$ cat config.mk
export PLATFORM = sky130hd
export DESIGN_NAME = mem_access_ctrl
export DESIGN_NICKNAME = d
export VERILOG_FILES = /design/src/rtl/mem_access_ctrl.sv
export SDC_FILE = /design/constraint.sdc
export NUM_CORES = 1
export LEC_CHECK = 0
export CAP_MARGIN = 30
export CORE_ASPECT_RATIO = 0.7
export CORE_UTILIZATION = 49
export CTS_BUF_LIST = sky130_fd_sc_hd__clkbuf_16
export DETAILED_ROUTE_END_ITERATION = 12
export GPL_TIMING_DRIVEN = 0
export HOLD_SLACK_MARGIN = 0.1
export PLACE_DENSITY = 0.76
export SYNTH_ARGS = -nofsm -noshare
export SYNTH_HDL_FRONTEND = slang
export SYNTH_SLANG_ARGS = --single-unit
$ cat constraint.sdc
create_clock -name clk -period 2.28 [get_ports clk]
set_input_delay 0.342 -clock clk [delete_from_list [all_inputs] [get_ports clk]]
set_output_delay 0.342 -clock clk [all_outputs]
set_load 0.03 [all_outputs]
$ cat src/rtl/mem_access_ctrl.sv
// Load/store controller for a word-organised byte-lane memory: splits misaligned
// RV32 accesses into two word cycles and sign/zero-extends load data.
module mem_access_ctrl #(
    parameter int ADDRESS_WIDTH = 4,
    parameter int DATA_WIDTH    = 32
) (
    input  logic                     clk,
    input  logic                     rst_n,
    input  logic                     req_valid,
    output logic                     req_ready,
    input  logic                     req_we,
    input  logic [2:0]               req_funct3,
    input  logic [ADDRESS_WIDTH+1:0] req_addr,
    input  logic [DATA_WIDTH-1:0]    req_wdata,
    output logic                     rsp_valid,
    output logic                     rsp_err,
    output logic [DATA_WIDTH-1:0]    rsp_rdata,
    output logic [ADDRESS_WIDTH-1:0] mem_addr,
    output logic [3:0]               mem_be,
    output logic [DATA_WIDTH-1:0]    mem_din,
    input  logic [DATA_WIDTH-1:0]    mem_dout
);

    typedef enum logic [2:0] {IDLE, ACC0, ACC1, WAIT, DONE} state_e;

    function automatic logic legal_f3(input logic [2:0] f3);
        return (f3 == 3'b000) || (f3 == 3'b001) || (f3 == 3'b010) ||
               (f3 == 3'b100) || (f3 == 3'b101);
    endfunction

    // Byte enables for the low (hi=0) or high (hi=1) word of the two-word window.
    function automatic logic [3:0] lane_be(input logic [2:0] f3, input logic [1:0] off,
                                           input logic hi);
        logic [7:0] mask8;
        case (f3[1:0])
            2'b00:   mask8 = 8'h01;
            2'b01:   mask8 = 8'h03;
            default: mask8 = 8'h0F;
        endcase
        mask8 = mask8 << off;
        return hi ? mask8[7:4] : mask8[3:0];
    endfunction

    function automatic logic [31:0] lane_data(input logic [31:0] wdata, input logic [1:0] off,
                                              input logic hi);
        logic [63:0] sh;
        sh = {32'b0, wdata} << {off, 3'b000};
        return hi ? sh[63:32] : sh[31:0];
    endfunction

    state_e                    state_q;
    logic                      we_q;
    logic [2:0]                funct3_q;
    logic [ADDRESS_WIDTH+1:0]  addr_q;
    logic [DATA_WIDTH-1:0]     wdata_q;
    logic [DATA_WIDTH-1:0]     w0_q;
    logic                      req_ready_q;
    logic                      rsp_valid_q;
    logic                      rsp_err_q;
    logic [DATA_WIDTH-1:0]     rsp_rdata_q;
    logic [ADDRESS_WIDTH-1:0]  mem_addr_q;
    logic [3:0]                mem_be_q;
    logic [DATA_WIDTH-1:0]     mem_din_q;

    logic [ADDRESS_WIDTH-1:0]  req_wa;
    logic [ADDRESS_WIDTH-1:0]  wa_q;
    logic [1:0]                req_off;
    logic [1:0]                off_q;
    logic                      misaligned;
    logic [DATA_WIDTH-1:0]     lo_word;
    logic [DATA_WIDTH-1:0]     hi_word;
    logic [DATA_WIDTH-1:0]     merged;
    logic [DATA_WIDTH-1:0]     rsp_rdata_d;

    assign req_wa     = req_addr[ADDRESS_WIDTH+1:2];
    assign req_off    = req_addr[1:0];
    assign wa_q       = addr_q[ADDRESS_WIDTH+1:2];
    assign off_q      = addr_q[1:0];
    assign misaligned = |lane_be(funct3_q, off_q, 1'b1);

    // Load result, evaluated while in WAIT: mem_dout then holds the last word read.
    always_comb begin
        // NOTE: every always_comb output is assigned before any branch, so no
        // path can leave it holding its old value and no latch is inferred.
        lo_word     = misaligned ? w0_q : mem_dout;
        hi_word     = misaligned ? mem_dout : '0;
        merged      = 32'({hi_word, lo_word} >> {off_q, 3'b000});
        rsp_rdata_d = merged;
        case (funct3_q)
            3'b000:  rsp_rdata_d = {{24{merged[7]}}, merged[7:0]};
            3'b100:  rsp_rdata_d = {24'b0, merged[7:0]};
            3'b001:  rsp_rdata_d = {{16{merged[15]}}, merged[15:0]};
            3'b101:  rsp_rdata_d = {16'b0, merged[15:0]};
            default: rsp_rdata_d = merged;
        endcase
        if (we_q) begin
            rsp_rdata_d = '0;
        end
    end

    always_ff @(posedge clk or negedge rst_n) begin
        if (!rst_n) begin
            state_q     <= IDLE;
            we_q        <= 1'b0;
            funct3_q    <= '0;
            addr_q      <= '0;
            wdata_q     <= '0;
            w0_q        <= '0;
            req_ready_q <= 1'b1;
            rsp_valid_q <= 1'b0;
            rsp_err_q   <= 1'b0;
            rsp_rdata_q <= '0;
            mem_addr_q  <= '0;
            mem_be_q    <= '0;
            mem_din_q   <= '0;
        end else begin
            // NOTE: state registers use non-blocking assignments so every
            // right-hand side reads the value from before this clock edge.
            case (state_q)
                IDLE: begin
                    if (req_valid && req_ready_q) begin
                        we_q        <= req_we;
                        funct3_q    <= req_funct3;
                        addr_q      <= req_addr;
                        wdata_q     <= req_wdata;
                        req_ready_q <= 1'b0;
                        mem_addr_q  <= req_wa;
                        if (legal_f3(req_funct3)) begin
                            state_q   <= ACC0;
                            mem_be_q  <= req_we ? lane_be(req_funct3, req_off, 1'b0) : 4'b0;
                            mem_din_q <= lane_data(req_wdata, req_off, 1'b0);
                        end else begin
                            state_q     <= DONE;
                            rsp_valid_q <= 1'b1;
                            rsp_err_q   <= 1'b1;
                            rsp_rdata_q <= '0;
                        end
                    end
                end
                ACC0: begin
                    if (misaligned) begin
                        state_q    <= ACC1;
                        mem_addr_q <= wa_q + 1'b1;
                        mem_be_q   <= we_q ? lane_be(funct3_q, off_q, 1'b1) : 4'b0;
                        mem_din_q  <= lane_data(wdata_q, off_q, 1'b1);
                    end else begin
                        state_q    <= WAIT;
                        mem_be_q   <= '0;
                        mem_din_q  <= '0;
                    end
                end
                ACC1: begin
                    state_q    <= WAIT;
                    w0_q       <= mem_dout;
                    mem_addr_q <= wa_q;
                    mem_be_q   <= '0;
                    mem_din_q  <= '0;
                end
                WAIT: begin
                    state_q     <= DONE;
                    rsp_valid_q <= 1'b1;
                    rsp_rdata_q <= rsp_rdata_d;
                end
                DONE: begin
                    state_q     <= IDLE;
                    req_ready_q <= 1'b1;
                    rsp_valid_q <= 1'b0;
                    rsp_err_q   <= 1'b0;
                    rsp_rdata_q <= '0;
                end
                default: begin
                    state_q     <= IDLE;
                    req_ready_q <= 1'b1;
                    rsp_valid_q <= 1'b0;
                    rsp_err_q   <= 1'b0;
                    mem_be_q    <= '0;
                end
            endcase
        end
    end

    assign req_ready = req_ready_q;
    assign rsp_valid = rsp_valid_q;
    assign rsp_err   = rsp_err_q;
    assign rsp_rdata = rsp_rdata_q;
    assign mem_addr  = mem_addr_q;
    assign mem_be    = mem_be_q;
    assign mem_din   = mem_din_q;

endmodule

Word-level counts from Yosys, hierarchy flattened
Index checks and enable logic that the tools add are counted.
{"block": "totals", "wordCells": 101, "input_bits": 77, "latch_bits": 0, "output_inout_bits": 75, "ramBits": 0, "memories": 0, "romBits": 0, "reg_bits": 152}
{"block": "op_classes", "n_reduce_logical": 24, "addsub": 1, "n_shift": 6, "n_mul": 0, "order_cmp": 0, "n_eq_ne": 17, "bitwise": 3, "muxes": 37, "n_div": 0}
{"operator": "$mux W32", "n": 8}
{"operator": "$pmux W32 S3", "n": 2}
{"operator": "$pmux W32 S4", "n": 1}
{"operator": "$shl A32 B5 Y64", "n": 1}
{"operator": "$shr A64 B5 Y32", "n": 1}
{"operator": "$mux W8", "n": 5}
{"operator": "$shl A32 B5 Y32", "n": 1}
{"operator": "$mux W4", "n": 7}
{"operator": "$pmux W4 S3", "n": 2}
{"operator": "$reduce_and A3 Y1", "n": 6}
{"operator": "$pmux W4 S2", "n": 2}
{"operator": "$shl A8 B2 Y8", "n": 2}
{"operator": "$eq A3 B3 Y1 const B", "n": 5}
{"operator": "$pmux W3 S4", "n": 1}
{"operator": "$eq A3 B1 Y1 const B", "n": 3}
{"operator": "$eq A3 B2 Y1 const B", "n": 3}
{"operator": "$logic_not A3 Y1", "n": 3}
{"operator": "$ne A2 B2 Y1 const B", "n": 4}
{"operator": "$shl A8 B2 Y4", "n": 1}
{"operator": "$mux W3", "n": 2}
{"operator": "$reduce_bool A3 Y1", "n": 2}
{"operator": "$add A4 B1 Y4 const B", "n": 1}
{"operator": "$eq A2 B1 Y1 const B", "n": 2}
{"operator": "$logic_not A2 Y1", "n": 2}
{"operator": "10 further kinds", "n": 21}

Logic depth before layout (Yosys ltp)
Gate-level depths: netlist of the first run.
{"block": "depth", "word_depth": 13, "mapped_depth": 9, "ltp_nobuf": 6}

Worst setup path after synthesis of the first run
No wires, ideal clock.
{"block": "synth_timing", "kind": "flip-flop to flip-flop", "startpoint": "reg state_q[0]", "endpoint": "reg funct3_q[1]", "setup_time_ns": 0.128, "arrival_ns": 1.705, "path_buffers": 2, "required_time_ns": 2.152, "synth_period_minus_slack_ns": 1.833, "path_stages_with_launch": 7, "path_slack_ns": 0.447, "path_cell_list": "dfrtp_1 buf_2 nor2_4 nand3_1 nor2_4 buf_2 mux2_1"}
{"block": "synth_between", "elab_chain_len": 2}
{"item": "start, declared", "line": "51", "source": "state_e state_q;"}
{"item": "start signal, assigned", "line": "103", "source": "state_q <= IDLE;"}
{"item": "start signal, assigned", "line": "129", "source": "state_q <= ACC0;"}
{"item": "start signal, assigned", "line": "133", "source": "state_q <= DONE;"}
{"item": "$logic_not A3 Y1", "line": "119", "source": "case (state_q)"}
{"item": "$reduce_and A2 Y1 (no line)"}
{"item": "end signal, assigned", "line": "123", "source": "funct3_q <= req_funct3;"}
{"item": "end, declared", "line": "53", "source": "logic [2:0] funct3_q;"}
No other way between the ends.
A chain may end at the register's enable or synchronous reset.

Final worst setup path of the first run
{"block": "layout_timing", "startpoint": "reg addr_q[0]", "endpoint": "reg mem_din_q[12], in the netlist mem_din[12]"}
{"block": "layout_between", "elab_chain_len": 4, "word_cells_on_any_way": 5, "cone_classes": "2 x shift; 2 x mux; 1 x reduce/logical"}
{"item": "start, declared", "line": "54", "source": "logic [ADDRESS_WIDTH+1:0] addr_q;"}
{"item": "start signal, assigned", "line": "124", "source": "addr_q <= req_addr;"}
{"item": "branches (longest 2 deep; another with $shl A32 B5 Y64)"}
{"item": "$mux W32 (*)", "line": "141", "source": "if (misaligned) begin"}
{"item": "$pmux W32 S3 (*)", "line": "119"}
{"item": "end signal, assigned", "line": "131", "source": "mem_din_q <= lane_data(req_wdata, req_off, 1'b0);"}
{"item": "end signal, assigned", "line": "145", "source": "mem_din_q <= lane_data(wdata_q, off_q, 1'b1);"}
{"item": "end, declared", "line": "63", "source": "logic [DATA_WIDTH-1:0] mem_din_q;"}
Every way passes the cells marked *.

==> results of run 1 <==
[per-layer routing]
layer	track usage, %	vias to the layer above
met2	45.13	526
met4	11.57	0
met5	0	-
met3	13.79	56
met1	48.21	3615
li1	-	3181
[registers in the layout, indices dropped and copies added, names as in the netlist]
name / cells
funct3_q: 3
wdata_q: 24
addr_q: 6
we_q: 1
mem_be: 4
rsp_rdata: 32
rsp_err: 1
state_q: 3
mem_din: 32
mem_addr: 4
rsp_valid: 1
req_ready: 1
w0_q: 26
[timing repair]
item	in CTS	in global routing
cloned	0	1
gates resized for setup	7	20
setup endpoints to repair	23	62
pin swaps	0	2
hold buffers	1	0
buffers inserted	1	7
hold endpoints to repair	41	0
[power groups by stage]
stage          Clock [mW]  Combinational, mW  Sequential [mW]
3_3_place_gp            0               9.09             4.35
4_1_cts              2.77               9.36             4.36
5_1_grt              2.87               10.3             4.52
6_report             2.76               9.75             4.40
3_5_place_dp            0               9.23             4.37
2_1_floorplan           0               5.15             5.17
[worst max-delay path by stage]
stage / to / depth (start not counted) / slack (ps)
global placement: w0_q[10]$_DFFE_PN0P_ / 1 / -4740
global route: wdata_q[19]$_DFFE_PN0P_ / 6 / -30
CTS: wdata_q[18]$_DFFE_PN0P_ / 6 / -2
finish: mem_din[12]$_DFFE_PN0P_ / 7 / -30
floorplan: funct3_q[1]$_DFFE_PN0P_ / 6 / 450
detailed placement: mem_din[18]$_DFFE_PN0P_ / 7 / -520
[through the flow]
stage                     power [mW]  area, um^2  setup TNS [ps]  util, %
after floorplan                10.33        7895               0        -
after global placement         13.44        9647         -666040    61.86
after detailed placement       13.60        9676          -14620    62.04
after CTS                      16.48       10290          -1.851    66.01
after global routing           17.72       10430          -338.0    66.86
final                          16.92       10430          -37.81    66.86
[placed cells by master, fill, tap and decap left out, types with 5 or more instances in the layout]
master           count
a221oi_1            15
clkdlybuf4s50_1    149
buf_2               19
mux2_1              31
clkbuf_1            17
dfrtp_1            137
nand3_1             17
o21ai_1              8
clkbuf_16           17
inv_1                8
nor2_1              54
a221o_1              6
clkinvlp_4           5
nor2b_1              7
o221ai_1             6
mux2_2              20
o21a_1               7
nand2b_1            15
clkbuf_4             6
mux4_2              21
a211oi_1             8
o31ai_1              6
a21oi_1             17
mux2i_1             48
o21ai_0             42
a22o_1              16
nand2_1            144
buf_4               16
[cell type report]
type | instances | share of cell area, %
plain buffers | 58 | 3.120
well taps | 200 | 2.400
clock buffers | 17 | 4.080
flip-flops and latches | 138 | 33.13
multi-input cells | 567 | 40.09
inverters | 8 | 0.2880
repair buffers | 160 | 15.47
clock inverters | 15 | 1.428
[critical path, delay by kind of cell, from the launching register on]
kind            cells  cell delay [ps]
buf+inv             3              710
flops               1              330
compound gates      3              810
simple gates        1              400
[kinds of logic after synthesis]
| family | share of synthesized area [%] |
|---|---|
| DFF | 43.76 |
| muxes | 19.35 |
| buffers and inverters | 4.216 |
| adders and majority gates | 0.1585 |
| and+or+nand+nor | 16.17 |
| AOI/OAI and AO/OA | 16.36 |
==> run metrics, run 1 <==
RSZ-0062 raised after global routing yes; worst slew pin tran 751.5 ps; r2r setup slk -30 ps; top routing layer in use met4; crit path max fanout 10; asr flop ratio synth 100.0%; RR Endpoint mem_din[12]$_DFFE_PN0P_; Root Driver clkbuf_16; core region area 15,600 um^2; Longest Clk Path Bufs 2; initial antenna violation count 0; Vias/cell 6.344; final net count 1,028; Final Hold Violating Endpoints 0; clk slew on worst S/H paths 60 ps; Reg area 3455 um^2; critical path's slowest cell o221ai_1; critical path data arrival time 2680 ps; Die H 108.2 um; r2r startpoint addr_q[0]$_DFFE_PN0P_; Worst Setup SP addr_q[0]$_DFFE_PN0P_; Gate power share 57.7%; RePlAce Congestion 0.9520; H-tree depth 4; YS warnings 0; share of the synthesized area in the top cell type 43.42%; Switching Fraction 46.47%; Initial Utilization 50.63%; area grow syn2layout 32.08%; HPWL Detailed 19.06 mm; Multi-input gate area 4180 um^2; gr usage total 33.58%; Post-Synthesis Cells 770; cells along the critical path buf_4 > buf_4 > buf_4 > a21o_1 > nand3_1 > o221ai_1 > o21a_1; sequential fraction of design power 26.0%; Routed WL per cell 23.29 um; most frequent CP cell buf_4; CP peak stage delay 500 ps; worst hold-check path type input port to async pin; Net Switching 7.860 mW; final worst setup slack -31.73 ps; top cells by area, synth dfrtp_1 43%, nand2_1 6.8%, mux2i_1 6.1%, mux4_2 6.0%, mux2_1 4.4%; Tcrit/Tclk final 101.4%; top cells by count, synth 144 x nand2_1, 137 x dfrtp_1, 55 x nor2_1; Slew Viols, Final 0; Fin Hold WS 385.8 ps; CTS Buf Count 17; synth unique cells 64; CP startpoint kind flip-flop; sequential fraction of the synthesis area 43.76%; WL met3 3.866 mm; Power Internal 9.055 mW; Syn Nets 848; largest net degree at the start of global routing 97; GR Overflow Total 0; boundary pin count 152; Avg Inst Size Synth 10.25 um^2; clock power share 16.3%; post-route ant nets 0; fill cell count 1,225; Post-route DRC 0; skew final 11.87 ps; synthesized flop and latch total 138; maximum vdd drop 0.7694 mV; worst reg-to-reg path cell count 7; largest area contributor in the netlist dfrtp_1; dpl ws -524.6 ps; Worst setup EP type flip-flop; M1 wire length 11.66 mm; status finished, violations left; Pleak 4.477 nW; failing checks setup timing; die area 16,630 um^2; ys flop type dfrtp_1; vias 7,378; Max Clk Rate 432.6 MHz; Worst Path Required 2640 ps; number of port buffers 150; max-cap violations 0; Clk Latency, worst-skew pair 430 ps; Routed WL 27.09 mm; met2 WL post-DR 11.00 mm; Placed Cells 1,121; DRT iter0 DRCs 877; global-route wire length before repair 41.20 mm; die width 153.7 um; Initial DRT Pass Iterations 6; PwrDens 1622 nW/um^2; most frequent cell after synthesis nand2_1; Crit Path Category flip-flop to flip-flop; num rows 38; Sink Count 138; cell area after synthesis 7895 um^2; CTS tree yes; layout cells sized above 1 15.78%; vias in the first global route 7,075; final std cells w/o fill 1,163; EDFF count, synth 0; worst rel slew slack 49.90%; final critical-path required period 2312 ps; Final setup viols 2; ant diodes 0
Note: power is estimated with default switching activity, not from simulation.
==> run 2, diff against run 1 <==
- CORE_UTILIZATION: 49 -> 36
- PLACE_DENSITY: 0.76 -> not set
==> run 2 against run 1 <==
The flow still finishes with violations (setup timing). Sequential share of layout area down 0.65 points. Die area up 35%. Clock power is 9.4% higher. Clock-buffer cell count did not move. Worst setup slack got worse by 43 ps. First-iteration DRC count decreased by 3.9%. Sequential cell count stayed put. Cell count rose by 6.9%. Sequential power hardly changed. Critical path type is now input port to flip-flop.
==> run metrics, run 2 (synthesis results as in run 1) <==
status finished, violations left; failing checks setup timing; cells along the critical path clkdlybuf4s50_1 > o21ai_1 > nand3_1 > a211o_1 > clkbuf_1 > a221oi_1 > nor2_1; Worst setup EP type flip-flop; ant diodes 0; Post-route DRC 0; Initial Utilization 37.44%; Final Hold Violating Endpoints 0; Sink Count 138; Placement Cell Area 9771 um^2; die area 22,540 um^2; Root Driver clkbuf_16; vias in the first global route 6,852; most common cell after layout, fill and taps aside clkdlybuf4s50_1; CP startpoint kind input port; clk slew on worst S/H paths 60 ps; Placed Cells 1,197; worst rel slew slack 46.72%; final net count 1,032; layout cells sized above 1 16.65%; Final setup viols 7; H-tree depth 4; final std cells w/o fill 1,243; maximum vdd drop 0.7250 mV; max-cap violations 0; total design power 17.18 mW; CTS Buf Count 17; num rows 44; Routed WL 28.05 mm; global-route wire length before repair 42.21 mm; vias 7,171; skew final 12.82 ps; post-route ant nets 0; Die H 125.9 um; final critical-path required period 2354 ps; Pleak 4.545 nW; PwrDens 1615 nW/um^2; worst slew pin tran 791.8 ps; Worst Path Required 2580 ps; critical path data arrival time 2660 ps; GR Overflow Total 0; Finished Cell Area 10,640 um^2; CP delay by family, top compound AO/OA/AOI/OAI gates; initial antenna violation count 0; CP peak stage delay 490 ps; final worst setup slack -74.43 ps; CP bufs+invs 2; Longest Clk Path Bufs 2; core region area 21,090 um^2; crit path max fanout 10; Fin Hold WS 474.9 ps; number of port buffers 150; most frequent cells in the layout 149 x clkdlybuf4s50_1, 144 x nand2_1, 136 x dfrtp_1, 53 x nor2_1, 47 x mux2i_1; Routed WL per cell 22.56 um; gr usage total 25.43%; largest net degree at the start of global routing 74; DRT iter0 DRCs 843; Tcrit/Tclk final 103.3%; worst hold-check path type flip-flop to flip-flop; Vias/cell 5.769; Initial DRT Pass Iterations 7; CTS tree yes; die width 179 um; RePlAce Congestion 0.9494; Clk Latency, worst-skew pair 430 ps; boundary pin count 152; Max Clk Rate 424.7 MHz; Slew Viols, Final 0; critical path's slowest cell clkdlybuf4s50_1; RSZ-0062 raised after global routing yes; Crit Path Category input port to flip-flop; HPWL Detailed 20.38 mm; area grow syn2layout 34.75%
## run 2: final timing paths
check                                        from  slack [ps]                 endpoint  depth (start not counted)
max                                 req_funct3[2]         -70  mem_din[21]$_DFFE_PN0P_                          7
min reg2reg                   w0_q[0]$_DFFE_PN0P_         470      w0_q[0]$_DFFE_PN0P_                          2
min                           w0_q[0]$_DFFE_PN0P_         470      w0_q[0]$_DFFE_PN0P_                          2
max reg2reg                state_q[1]$_DFFE_PN0P_          70   mem_din[5]$_DFFE_PN0P_                          6
max in group asynchronous                   rst_n         960    req_ready$_DFFE_PN1P_                          3
min in group asynchronous                   rst_n         490  mem_din[28]$_DFFE_PN0P_                          2
## run 2: layout make-up
type / count / area, um^2
Fill cell: 1972 / 10450
Multi-Input combinational cell: 566 / 4198
Sequential cell: 138 / 3456
Timing Repair Buffer: 165 / 1650
Clock buffer: 17 / 425.4
Tap cell: 276 / 345.3
Buffer: 58 / 327.8
Clock inverter: 15 / 206.4
Inverter: 8 / 30.03
## run 2: timing repair
| item | CTS | global route |
|---|---|---|
| hold buffers | 1 | 0 |
| pin swaps | 0 | 5 |
| endpoints found under the setup margin | 30 | 73 |
| gates resized for setup | 11 | 20 |
| hold endpoints to repair | 72 | 0 |
| setup buffers | 2 | 11 |
| gates cloned | 0 | 0 |
## run 2: where the power goes
group / internal, mW / total [mW] / switching (mW)
Combinational: 3.94 / 9.76 / 5.82
Clock: 1.77 / 3.02 / 1.25
Sequential: 3.58 / 4.40 / 0.817
## run 2: worst reg2reg max path, cell delays in order, from the launching register on
cell and delay [ps]:
dfrtp_2 480, nor3b_4 420, or3_1 170, clkbuf_1 420, nor2_4 160, a221oi_1 370, nor2_1 80
## run 2: metal layers
layer	GRT usage (%)	part of all wire, %
met3	8.605	11
met4	5.633	1.3
met1	40.47	48
met2	32.14	40
met5	0	0
## run 2: per-stage QoR
stage               worst slack, ps  TNS [ps]  utilization [%]
floorplan                     447.5         0                -
global placement              -4950   -697780            46.20
detailed placement           -541.0    -18650            46.34
CTS                           24.06         0            49.64
global route                 -76.76    -734.2            50.46
finish                       -74.43    -217.6            50.46
==> run 3, diff against run 2 <==
- CTS_BUF_LIST: sky130_fd_sc_hd__clkbuf_16 -> not set
==> results of run 3 <==
Same layout as run 2: the final DEF is identical, and so are final timing and power.
